[config.mk]
export PLATFORM = sky130hd
export DESIGN_NAME = traffic_monitor
export DESIGN_NICKNAME = d
export VERILOG_FILES = /design/src/rtl/traffic_monitor.sv
export SDC_FILE = /design/constraint.sdc
export NUM_CORES = 1
export LEC_CHECK = 0
export ABC_AREA = 1
export BUFFER_PORTS_ARGS = -buffer_cell sky130_fd_sc_hd__buf_2
export CAP_MARGIN = 20
export CORE_UTILIZATION = 50
export CTS_CLUSTER_DIAMETER = 60
export DETAILED_ROUTE_END_ITERATION = 16
export GPL_ROUTABILITY_DRIVEN = 0
export GPL_TIMING_DRIVEN = 1
export PLACE_DENSITY_LB_ADDON = 0.2
export SLEW_MARGIN = 20
export SYNTH_ARGS = -nofsm -noshare
export SYNTH_HDL_FRONTEND = slang
export SYNTH_SLANG_ARGS = --single-unit
[constraint.sdc]
create_clock -name clk -period 1.7 [get_ports clk]
set_input_delay 0.255 -clock clk [delete_from_list [all_inputs] [get_ports clk]]
set_output_delay 0.255 -clock clk [all_outputs]
set_load 0.005 [all_outputs]
[src/rtl/traffic_monitor.sv]
// traffic_monitor: passive checker for the two-road light bus.
// Flags bad codes, conflicts, bad sequences and count jumps.
module traffic_monitor #(
  parameter int CNT_MAX = 59,
  parameter int LEN_W   = 8,
  parameter int CYC_W   = 16
) (
  input  logic             clk,
  input  logic             rst,
  input  logic [2:0]       light1,
  input  logic [2:0]       light2,
  input  logic [5:0]       count,
  input  logic             clr,
  output logic             illegal,
  output logic             conflict,
  output logic             seq_err,
  output logic             cnt_err,
  output logic             err_pulse,
  output logic [LEN_W-1:0] g1_len,
  output logic [LEN_W-1:0] g2_len,
  output logic [1:0]       len_vld,
  output logic [CYC_W-1:0] cycles
);

  typedef enum logic [1:0] {
    ST_X,
    ST_G,
    ST_R,
    ST_Y
  } lamp_t;

  localparam logic [5:0] CMAX = 6'(CNT_MAX);

  function automatic lamp_t decode(input logic [2:0] code);
    lamp_t s;
    case (code)
      3'b100:  s = ST_G;
      3'b010:  s = ST_R;
      3'b001:  s = ST_Y;
      default: s = ST_X;
    endcase
    return s;
  endfunction

  // A change is legal only along G->Y, Y->R or R->G.
  function automatic logic bad_step(
    input lamp_t p,
    input lamp_t c
  );
    logic ok;
    ok = (p == c)
      || (p == ST_G && c == ST_Y)
      || (p == ST_Y && c == ST_R)
      || (p == ST_R && c == ST_G);
    return (p != ST_X) && (c != ST_X) && !ok;
  endfunction

  lamp_t            cur1, cur2;
  lamp_t            prev1, prev2;
  logic [5:0]       prev_cnt;
  logic             armed;
  logic [LEN_W-1:0] run1, run2;

  logic       chk_ill, chk_con, chk_seq, chk_cnt;
  logic [5:0] exp_cnt;
  logic       end_g1, end_g2, r2g;

  // Per-cycle checks from current inputs and registered history.
  always_comb begin
    cur1    = decode(light1);
    cur2    = decode(light2);
    exp_cnt = (prev_cnt == CMAX) ? 6'd0 : prev_cnt + 6'd1;
    chk_ill = (cur1 == ST_X) || (cur2 == ST_X);
    chk_con = !chk_ill
           && (cur1 != ST_R) && (cur2 != ST_R);
    chk_seq = armed
           && (bad_step(prev1, cur1)
            || bad_step(prev2, cur2));
    chk_cnt = (count > CMAX)
           || (armed && count != exp_cnt);
    end_g1  = armed && prev1 == ST_G && cur1 != ST_G;
    end_g2  = armed && prev2 == ST_G && cur2 != ST_G;
    r2g     = armed && prev1 == ST_R && cur1 == ST_G;
  end

  // History, run counters and all registered outputs.
  always_ff @(posedge clk) begin
    if (rst) begin
      prev1     <= ST_X;
      prev2     <= ST_X;
      prev_cnt  <= '0;
      armed     <= 1'b0;
      run1      <= '0;
      run2      <= '0;
      illegal   <= 1'b0;
      conflict  <= 1'b0;
      seq_err   <= 1'b0;
      cnt_err   <= 1'b0;
      err_pulse <= 1'b0;
      g1_len    <= '0;
      g2_len    <= '0;
      len_vld   <= '0;
      cycles    <= '0;
    end else begin
      prev1    <= cur1;
      prev2    <= cur2;
      prev_cnt <= count;
      armed    <= 1'b1;

      if (!armed || cur1 != prev1)
        run1 <= LEN_W'(1);
      else if (run1 != '1)
        run1 <= run1 + LEN_W'(1);

      if (!armed || cur2 != prev2)
        run2 <= LEN_W'(1);
      else if (run2 != '1)
        run2 <= run2 + LEN_W'(1);

      illegal  <= chk_ill | (illegal  & ~clr);
      conflict <= chk_con | (conflict & ~clr);
      seq_err  <= chk_seq | (seq_err  & ~clr);
      cnt_err  <= chk_cnt | (cnt_err  & ~clr);
      err_pulse <= chk_ill | chk_con
                 | chk_seq | chk_cnt;

      len_vld <= {end_g2, end_g1};
      if (end_g1) g1_len <= run1;
      if (end_g2) g2_len <= run2;

      if (r2g && cycles != '1)
        cycles <= cycles + CYC_W'(1);
    end
  end

endmodule

* Word level (Yosys, flattened, before mapping)
Cells that the tools add are included.
** Cells by class
- Bitwise logic cells :: 12
- $add $sub $neg :: 4
- Equality and inequality tests :: 31
- Reduce and logical (&&, ||, !) cells :: 46
- Muxes and demuxes :: 8
- Order comparisons :: 1
** Operators by type and width (count)
- $logic_and 1x1->1 :: 21
- $add 16x1->16 const B :: 1
- $add 8x1->8 const B :: 2
- $eq 2x2->1 const B :: 8
- $ne 16x16->1 const B :: 1
- $ne 8x8->1 const B :: 2
- $pmux 2 s3 :: 2
- $reduce_bool 2->1 :: 6
- $logic_or 1x1->1 :: 11
- $eq 2x1->1 const B :: 4
- $or 1x1->1 :: 7
- $add 6x1->6 const B :: 1
- $eq 3x1->1 const B :: 2
- $eq 3x2->1 const B :: 2
- $eq 3x3->1 const B :: 2
- $eq 6x6->1 const B :: 1
- $gt 6x6->1 const B :: 1
- $mux 6 :: 1
- $ne 6x6->1 :: 1
- $mux 1 :: 5
- $and 1x1->1 :: 4
- $eq 2x2->1 :: 2
- $logic_not 1->1 :: 4
- $logic_not 2->1 :: 2
- 5 further kinds :: 9
** Word-level totals
- Output and inout bits :: 39
- Input bits :: 15
- Flip-flop bits (word level) :: 66

* Depth between registers and ports, before layout
Gate-level depths: netlist (run 1).
- Depth after elaboration :: 13
- Mapped depth :: 13

* Worst setup path before layout (run 1)
No wires, ideal clock.
- Kind :: register to register
- Start :: register cycles[3]
- End :: register cycles[10]
- Cell stages (with the launch flop) :: 10
- Arrival :: 1.358 ns
- Path slack :: 0.212 ns
- Library setup time :: 0.131 ns
- Cell sequence :: dfxtp_1 > clkbuf_1 > nand3_1 > nor2_1 > nand3_2 > nand2_4 > inv_4 > nand2_4 > o21ai_1 > nor3b_2
** Between the ends
- Cells in the longest elaborated chain, start to end :: 2
- Elaborated cells between the ends (all ways) :: 3
- Those cells by class :: add/sub: 1; eq/ne: 1; reduce/logical: 1
** Ends and longest elaborated chain
- start: declaration :: RTL line 22 : output logic [CYC_W-1:0] cycles
- start signal: assignment :: RTL line 132 : cycles <= cycles + CYC_W'(1);
- branches (longest 2 deep; another with $add 16x1->16)
Parallel ways; which one is timed is not known.
A chain may end at the register's enable or synchronous reset.

* Worst setup path after layout (run 1)
- Start :: register cycles[2]
- End :: register cycles[13]
Same word-level chain as after synthesis.

==> summary.txt, run 1 <==
Run status
  – Status: completed

Global route
  – First-pass GRT wire length: 11500 µm
  – Gr ovfl total: 0
  – Largest net degree at the start of global routing: 24
  – Vias in the first global route: 2695
  – Gr usage total: 22.3%
  – Initial antenna violation count: 0

Yosys
  – Syn Area/Cell: 7.21 µm²
  – Synth Instances: 435
  – Async SR Flop Fraction: 0%
  – Mapped Area: 3140 µm²
  – Dominant synthesized flop cell: dfxtp_1
  – Yosys reg bits: 66
  – Register area share after synthesis: 42.1%
  – Synth top area cells: dfxtp_1 (42%), nand2_1 (10%), inv_1 (7.8%)
  – Mapped Nets: 454
  – Post-synth top area share: 42.1%
  – EDFF count, synth: 0
  – Synth unique cells: 31
  – Yosys warning count: 0
  – Synth area leader: dfxtp_1

Detailed routing
  – Vias: 3042
  – Mean routed wirelength per cell: 11.7 µm
  – DRC viols: 0
  – Antenna viol nets, final: 0
  – Initial DRC count: 112
  – Via density: 5.15
  – First-pass iteration count of the detailed router: 4
  – WL final: 6940 µm

Timing
  – Max-slew violation count: 0
  – Worst Skew: 5.25 ps
  – Unrepaired setup endpoints after global routing: no
  – Period Utilization, post-route: 93.0%
  – Final setup fails: 0
  – Sum Neg Setup Slack: 0 ps
  – Max_slew headroom: 75.5%
  – Fmax: 633 MHz
  – Worst slew pin tran: 367 ps
  – Post-layout minimum cycle time: 1580 ps
  – Final Hold Viols: 0

Floorplanning
  – Standard-cell rows: 28
  – Die extent in x: 81.2 µm
  – CORE AREA: 5990 µm²
  – Die height: 81.2 µm
  – Initial Util: 52.4%
  – Io pins: 54
  – DIE AREA: 6590 µm²

Critical path
  – Setup crit end kind: flop
  – R2r setup slk: 120 ps
  – Critical path arrival: 1840 ps
  – Crit start category: flop
  – Worst R2R End: cycles[13]
  – Worst-path maximum fanout: 4
  – Reg2Reg Depth: 7
  – Reg-to-Reg Start: cycles[2]
  – Setup CP Type: flop to flop
  – WP data required: 1960 ps

Min path
  – HP Class: input pin to flop
  – Hold EP: prev_cnt[1]
  – Min-delay src: count[1]
  – Hold depth: 3

Clocking
  – CTS tree: yes
  – Clock slew at reported path FFs: 70 ps
  – CTS buffer count: 9
  – H-Tree Depth: 3
  – CTS Buffer Depth: 2
  – CTS Sinks: 66
  – Clk root buf: clkbuf_8
  – Worst skew pair latency: 340 ps

Power and ir drop
  – Pleak: 1.76 nW
  – Pwr dens: 831 nW/µm²
  – VDD IR max: 0.000580 V

Place
  – Port bufs: 53
  – Placed Cells incl. Taps: 570
  – Dpl hpwl: 5090 µm

Finish
  – Area grow syn2layout: 23.2%
  – Layout Nets: 530
  – Finished Layout Cells: 591
  – Antenna diodes: 0
  – Fillers: 547
  – Layout cells sized above 1: 21.9%

Run
  – Max-cap viol count: 0
==> layout by cell type (no fill, tap or decap), types with 6 or more instances in the layout <==
master / netlist / final
xor2_1: 9 / 9
nand2_1: 87 / 87
inv_1: 65 / 65
nor2_1: 43 / 42
buf_2: 2 / 53
a21oi_1: 34 / 34
clkbuf_8: 0 / 10
a31oi_1: 6 / 6
nand3_1: 28 / 28
nor3_1: 14 / 13
nand4_1: 17 / 17
dfxtp_1: 66 / 62
buf_4: 0 / 19
o21ai_0: 24 / 24
==> critical path, stage by stage (launching register included) <==
cell     delay (ps)
dfxtp_1         380
nand3_1         140
inv_1            70
nand3_1         140
nor3_1          210
nand4_1         190
o21ai_0         180
nor3b_1         180
==> power breakdown <==
group / switching (mW) / internal (mW) / total (mW) / leakage, nW
clock network: 0.623 / 0.716 / 1.34 / 0.0945
registers: 0.0300 / 1.59 / 1.62 / 0.539
logic: 0.154 / 0.100 / 0.254 / 1.13
==> worst max-delay path by stage <==
stage | from | endpoint | slack (ps) | cells after the start
after floorplan | cycles[3] | cycles[10] | 210 | 9
after global placement | light1[0] | cycles[8] | 90 | 9
after detailed placement | light1[0] | cycles[8] | 40 | 9
after CTS | prev_cnt[0] | err_pulse | 30 | 12
after global routing | prev1[1] | cycles[8] | 1 | 7
final | cycles[2] | cycles[13] | 120 | 7
==> synth_stat cells, types with 2 or more instances <==
| cell type | instances |
|---|---|
| a211oi_1 | 2 |
| a21oi_1 | 34 |
| a31oi_1 | 6 |
| buf_2 | 2 |
| clkbuf_1 | 5 |
| dfxtp_1 | 66 |
| ha_1 | 4 |
| inv_1 | 65 |
| nand2_1 | 87 |
| nand2_4 | 2 |
| nand3_1 | 28 |
| nand3_2 | 3 |
| nand4_1 | 17 |
| nor2_1 | 43 |
| nor3_1 | 14 |
| nor3_2 | 2 |
| nor3b_1 | 4 |
| nor3b_2 | 2 |
| nor4_1 | 2 |
| nor4_4 | 2 |
| o21ai_0 | 24 |
| o21ai_1 | 3 |
| xnor2_1 | 2 |
| xor2_1 | 9 |
==> cell type report <==
type / instances / area, µm² / area share [%]
repair buffers: 72 / 408 / 10.6
flip-flops and latches: 66 / 1330 / 34.4
well taps: 75 / 93.8 / 2.43
inverters: 67 / 254 / 6.57
multi-input cells: 295 / 1580 / 40.8
clock inverters: 6 / 66.3 / 1.72
clock buffers: 10 / 138 / 3.56
==> repair_timing <==
item,CTS,global route
resized for setup,0,13
setup endpoints to repair,0,12
hold buffers,0,0
setup buffers,0,4
endpoints found under the hold margin,0,0
==> metal layers <==
metal	wire length [µm]	track usage, %	vias up
li1	-	-	1579
met5	0	0	-
met3	337	4.49	12
met2	3220	37.5	81
met4	138	9.64	0
met1	3240	27.5	1370
==> logic make-up (layout without fill, tap and decap cells) <==
| kind of cell | count (synthesis) | in the layout | synth area share (%) |
|---|---|---|---|
| buffers and inverters | 75 | 155 | 9.13 |
| AO/OA/AOI/OAI | 70 | 70 | 11.6 |
| XOR/XNOR | 11 | 11 | 3.07 |
| AND/OR/NAND/NOR | 209 | 210 | 32.4 |
| adder cells (fa/ha/maj) | 4 | 4 | 1.60 |
| flip-flops | 66 | 66 | 42.1 |
==> registers in the layout, summed over array words and instances, names as in the netlist, 2 cells and up <==
signal	count
cycles	16
g1_len	8
g2_len	8
len_vld	2
prev1	2
prev2	2
prev_cnt	6
run1	8
run2	8
==> stage by stage <==
step                setup WS (ps)  hold slack, ps  area, µm²  total power [mW]  util (%)
floorplan                     212             325       3140              1.80         -
global placement             89.3             451       3580              1.89      59.7
detailed placement           44.4             458       3580              1.90      59.7
CTS                          32.1             138       3780              3.23      63.1
global route                 1.50             141       3860              3.33      64.5
finish                        120             143       3860              3.21      64.5
Note: power is estimated with default switching activity, not from simulation.
==> run 2: changes to the inputs <==
--- a/config.mk
+++ b/config.mk
@@ -8,7 +8,7 @@
 export ABC_AREA = 1
 export BUFFER_PORTS_ARGS = -buffer_cell sky130_fd_sc_hd__buf_2
 export CAP_MARGIN = 20
-export CORE_UTILIZATION = 50
+export CORE_UTILIZATION = 30
 export CTS_CLUSTER_DIAMETER = 60
 export DETAILED_ROUTE_END_ITERATION = 16
 export GPL_ROUTABILITY_DRIVEN = 0
==> summary.txt, run 2 (synthesized netlist as in run 1, its figures left out) <==
Finish
  – Area of the multi-input gates: 1580 µm²
  – Max FFs per register: 16
  – Most frequent cells in the layout: nand2_1 (87), inv_1 (65), dfxtp_1 (62), buf_2 (53), nor2_1 (42)
  – Fillers: 1053
  – Antenna diodes: 0
  – Area grow syn2layout: 26.6%
  – Commonest non-fill, non-tap cell in the layout: nand2_1
  – Top reg by flops: cycles
  – Layout Nets: 531
  – Layout cells sized above 1: 22.2%
  – Design area: 3970 µm²
  – Fin util: 39.9%
  – Finished Layout Cells: 650
  – Sequential cell area: 1330 µm²

Critical path
  – Most frequent CP cell: nand2_4
  – WP data required: 1920 ps
  – Setup CP Type: flop to flop
  – Crit start category: flop
  – Worst path max stage delay: 390 ps
  – Critical path cell sequence: ha_2, nand3_1, nor2_1, nand3_2, nand2_4, inv_4, nand2_4, o21ai_1, nor3b_2
  – Critical path arrival: 1820 ps
  – Slowest cell on the critical path: dfxtp_1
  – Setup crit end kind: flop
  – Worst-path maximum fanout: 6

Timing
  – Final setup fails: 0
  – Worst Setup Slack, final: 108 ps
  – Fmax: 628 MHz
  – Worst Skew: 11.2 ps
  – Final Hold Viols: 0
  – Max-slew violation count: 0
  – Period Utilization, post-route: 93.6%
  – Sum Neg Setup Slack: 0 ps
  – Worst slew pin tran: 364 ps
  – Post-layout minimum cycle time: 1590 ps
  – Fin Hold WS: 140 ps
  – Max_slew headroom: 75.7%

Global route
  – Gr usage total: 15.0%
  – Vias in the first global route: 2822
  – First-pass GRT wire length: 13100 µm
  – Gr ovfl total: 0
  – Initial antenna violation count: 0
  – Largest net degree at the start of global routing: 24

Detailed routing
  – WL final: 8030 µm
  – Mean routed wirelength per cell: 12.4 µm
  – First-pass iteration count of the detailed router: 4
  – Via density: 4.63
  – Antenna viol nets, final: 0
  – Vias: 3012
  – Initial DRC count: 82
  – DRC viols: 0

Floorplanning
  – Die height: 104 µm
  – Standard-cell rows: 36
  – Die extent in x: 104 µm
  – DIE AREA: 10900 µm²
  – CORE AREA: 9950 µm²
  – Io pins: 54
  – Initial Util: 31.5%

Clocking
  – Clock slew at reported path FFs: 70 ps
  – CTS buffer count: 9
  – CTS Sinks: 66
  – CTS Buffer Depth: 2
  – H-Tree Depth: 3
  – Clk root buf: clkbuf_8
  – Post-CTS Setup Inserts: 0
  – Worst skew pair latency: 350 ps
  – CTS tree: yes

Run
  – Max-cap viol count: 0

Place
  – Port bufs: 53
  – Placed Cells incl. Taps: 633
  – Pre-CTS setup slack: 29.5 ps
  – Dpl hpwl: 5720 µm
  – Placed instance area: 3690 µm²

Min path
  – HP Class: input pin to flop

Power and ir drop
  – VDD IR max: 0.000456 V
  – Final Power: 3.38 mW
  – Pleak: 1.77 nW
  – Pwr dens: 852 nW/µm²

Run status
  – Status: completed
==> run 2: critical path: cells and delay by family (launching register included) <==
kind            cells  cell delay, ps
simple gates        6             740
compound gates      1              60
buf+inv             1              70
flops               1             390
fa+ha+maj           1             220
==> run 2: final timing paths <==
kind                            cells past startpoint  slack, ps      start           to
worst max-delay path                                9        110  cycles[1]    cycles[8]
worst max register to register                      9        110  cycles[1]    cycles[8]
worst min register to register                      1        470  cycles[0]    cycles[0]
worst min-delay path                                3        140   count[1]  prev_cnt[1]
==> run 2: routing by layer <==
layer / share of wire (%) / track usage, %
met2: 47 / 25.0
met1: 48 / 18.6
met3: 4.8 / 4.39
met4: 0.88 / 4.29
met5: 0 / 0
==> run 2: report_power, final <==
group          switching [mW]  total (mW)  internal (mW)
Clock                   0.634        1.50          0.868
Combinational           0.161       0.264          0.104
Sequential             0.0304        1.62           1.59
==> run 2: layout make-up <==
type / instances / area share, %
Tap cell: 133 / 4.19
Timing Repair Buffer: 73 / 10.5
Inverter: 67 / 6.40
Clock buffer: 10 / 3.47
Sequential cell: 66 / 33.5
Multi-Input combinational cell: 295 / 39.7
Clock inverter: 6 / 2.27
==> run 2: repair_timing <==
action | 4_1_cts | 5_1_grt
gates resized for setup | 0 | 14
hold buffers | 0 | 0
endpoints found under the hold margin | 0 | 0
setup endpoints to repair | 0 | 12
==> run 3: changes to the inputs <==
--- a/config.mk
+++ b/config.mk
@@ -8,6 +8,8 @@
 export ABC_AREA = 1
 export BUFFER_PORTS_ARGS = -buffer_cell sky130_fd_sc_hd__buf_2
 export CAP_MARGIN = 20
+export CELL_PAD_IN_SITES_DETAIL_PLACEMENT = 0
+export CELL_PAD_IN_SITES_GLOBAL_PLACEMENT = 2
 export CORE_UTILIZATION = 30
 export CTS_CLUSTER_DIAMETER = 60
 export DETAILED_ROUTE_END_ITERATION = 16
==> summary.txt, run 3 (synthesized netlist as in run 1, its figures left out) <==
Global route
  – Initial antenna violation count: 0
  – Vias in the first global route: 3028
  – Gr ovfl total: 0
  – Gr usage total: 16.0%
  – First-pass GRT wire length: 14000 µm
  – Largest net degree at the start of global routing: 24

Timing
  – Fmax: 634 MHz
  – Final setup fails: 0
  – Worst slew pin tran: 408 ps
  – Unrepaired setup endpoints after global routing: no
  – Period Utilization, post-route: 92.8%
  – Worst Skew: 9.25 ps
  – Max_slew headroom: 72.8%
  – Max-slew violation count: 0
  – Post-layout minimum cycle time: 1580 ps
  – Final Hold Viols: 0

Critical path
  – Worst-path maximum fanout: 8
  – WP data required: 1930 ps
  – Setup CP Type: flop to flop
  – Critical path arrival: 1810 ps
  – Crit start category: flop
  – Setup crit end kind: flop

Detailed routing
  – Vias: 3049
  – DRC viols: 0
  – Initial DRC count: 64
  – First-pass iteration count of the detailed router: 4
  – WL final: 8200 µm
  – Via density: 4.63
  – Antenna viol nets, final: 0
  – Mean routed wirelength per cell: 12.4 µm

Finish
  – Most frequent cells in the layout: nand2_1 (87), inv_1 (65), dfxtp_1 (62), buf_2 (53), nor2_1 (42)
  – Antenna diodes: 0
  – Layout cells sized above 1: 23.0%
  – Area grow syn2layout: 26.9%
  – Finished Layout Cells: 659
  – Top reg by flops: cycles
  – Commonest non-fill, non-tap cell in the layout: nand2_1
  – Max FFs per register: 16
  – Fillers: 1086
  – Layout Nets: 540
  – Design area: 3980 µm²

Place
  – Dpl hpwl: 6060 µm
  – Port bufs: 53
  – Placed Cells incl. Taps: 639
  – Placed instance area: 3730 µm²

Floorplanning
  – CORE AREA: 9950 µm²
  – Standard-cell rows: 36
  – Io pins: 54
  – Die height: 104 µm
  – Initial Util: 31.5%
  – Die extent in x: 104 µm
  – DIE AREA: 10900 µm²

Clocking
  – CTS Hold Bufs: 0
  – Worst skew pair latency: 350 ps
  – Clk root buf: clkbuf_8
  – H-Tree Depth: 3
  – Clock slew at reported path FFs: 80 ps
  – CTS Sinks: 66
  – CTS Buffer Depth: 2
  – CTS tree: yes
  – CTS buffer count: 9

Power and ir drop
  – Pwr dens: 783 nW/µm²
  – Pleak: 1.79 nW
  – VDD IR max: 0.000356 V

Min path
  – HP Class: input pin to flop

Run status
  – Status: completed

Run
  – Max-cap viol count: 0
run 3: cell count changes in the layout (fill, tap and decap cells not counted), sizes merged:
| cell | before | now |
|---|---|---|
| buf | 73 | 81 |
| bufinv | 2 | 0 |
| clkinv | 3 | 4 |
| clkinvlp | 1 | 2 |
| nand2 | 89 | 90 |
run 3: critical path, cell delays in order, from the launching register on:
cell     delay, ps
dfxtp_1        360
nand2_1         80
nor3b_1        310
nand3_2        200
nand2_4        150
inv_4           70
nand2_4         80
o21ai_1         60
nor3b_2        150
run 3: per-layer routing:
metal | GRT usage, % | up-vias | part of all wire [%]
li1 | - | 1598 | -
met1 | 19.4 | 1389 | 47
met2 | 27.2 | 54 | 47
met3 | 4.39 | 8 | 4.7
met4 | 5.20 | 0 | 0.99
met5 | 0 | - | 0
run 3: path summary, 6_finish.rpt:
kind / from / to / slack (ps) / depth (start not counted)
hold / removal: count[1] / prev_cnt[1] / 140 / 3
setup / recovery: cycles[13] / cycles[8] / 120 / 8
setup reg to reg: cycles[13] / cycles[8] / 120 / 8
hold reg to reg: cycles[0] / cycles[0] / 460 / 1
run 3: final cells by class:
cell class / instances / area [µm²] / share of cell area [%]
timing repair buffer: 81 / 475 / 11.9
sequential: 66 / 1330 / 33.3
clock inverter: 6 / 42.5 / 1.07
multi-input combinational: 296 / 1580 / 39.7
tap: 133 / 166 / 4.18
inverter: 67 / 254 / 6.38
clock buffer: 10 / 138 / 3.46
run 3: what timing repair did:
item,4_1_cts,5_1_grt
hold endpoints to repair,0,0
setup endpoints to repair,2,13
pin swaps,1,3
setup buffers,0,2
cloned,1,1
gates resized for setup,2,9
run 3: where the power goes:
part           internal [mW]  switching [mW]  leakage [nW]
clock                  0.568           0.664        0.0882
combinational          0.106           0.161          1.16
sequential              1.59          0.0309         0.539
total                   2.26           0.856          1.79
run 3: metrics by stage:
| step | TNS, ps | hold WS [ps] | power, mW | utilization (%) | setup slack (ps) |
|---|---|---|---|---|---|
| 2_1_floorplan | 0 | 325 | 1.80 | - | 212 |
| 3_3_place_gp | -43.4 | 453 | 1.91 | 37.5 | -35.9 |
| 3_5_place_dp | -37.2 | 455 | 1.92 | 37.5 | -29.8 |
| 4_1_cts | 0 | 130 | 3.17 | 39.4 | 5.39 |
| 5_1_grt | 0 | 133 | 3.28 | 40.0 | 2.26 |
| 6_report | 0 | 137 | 3.12 | 40.0 | 123 |
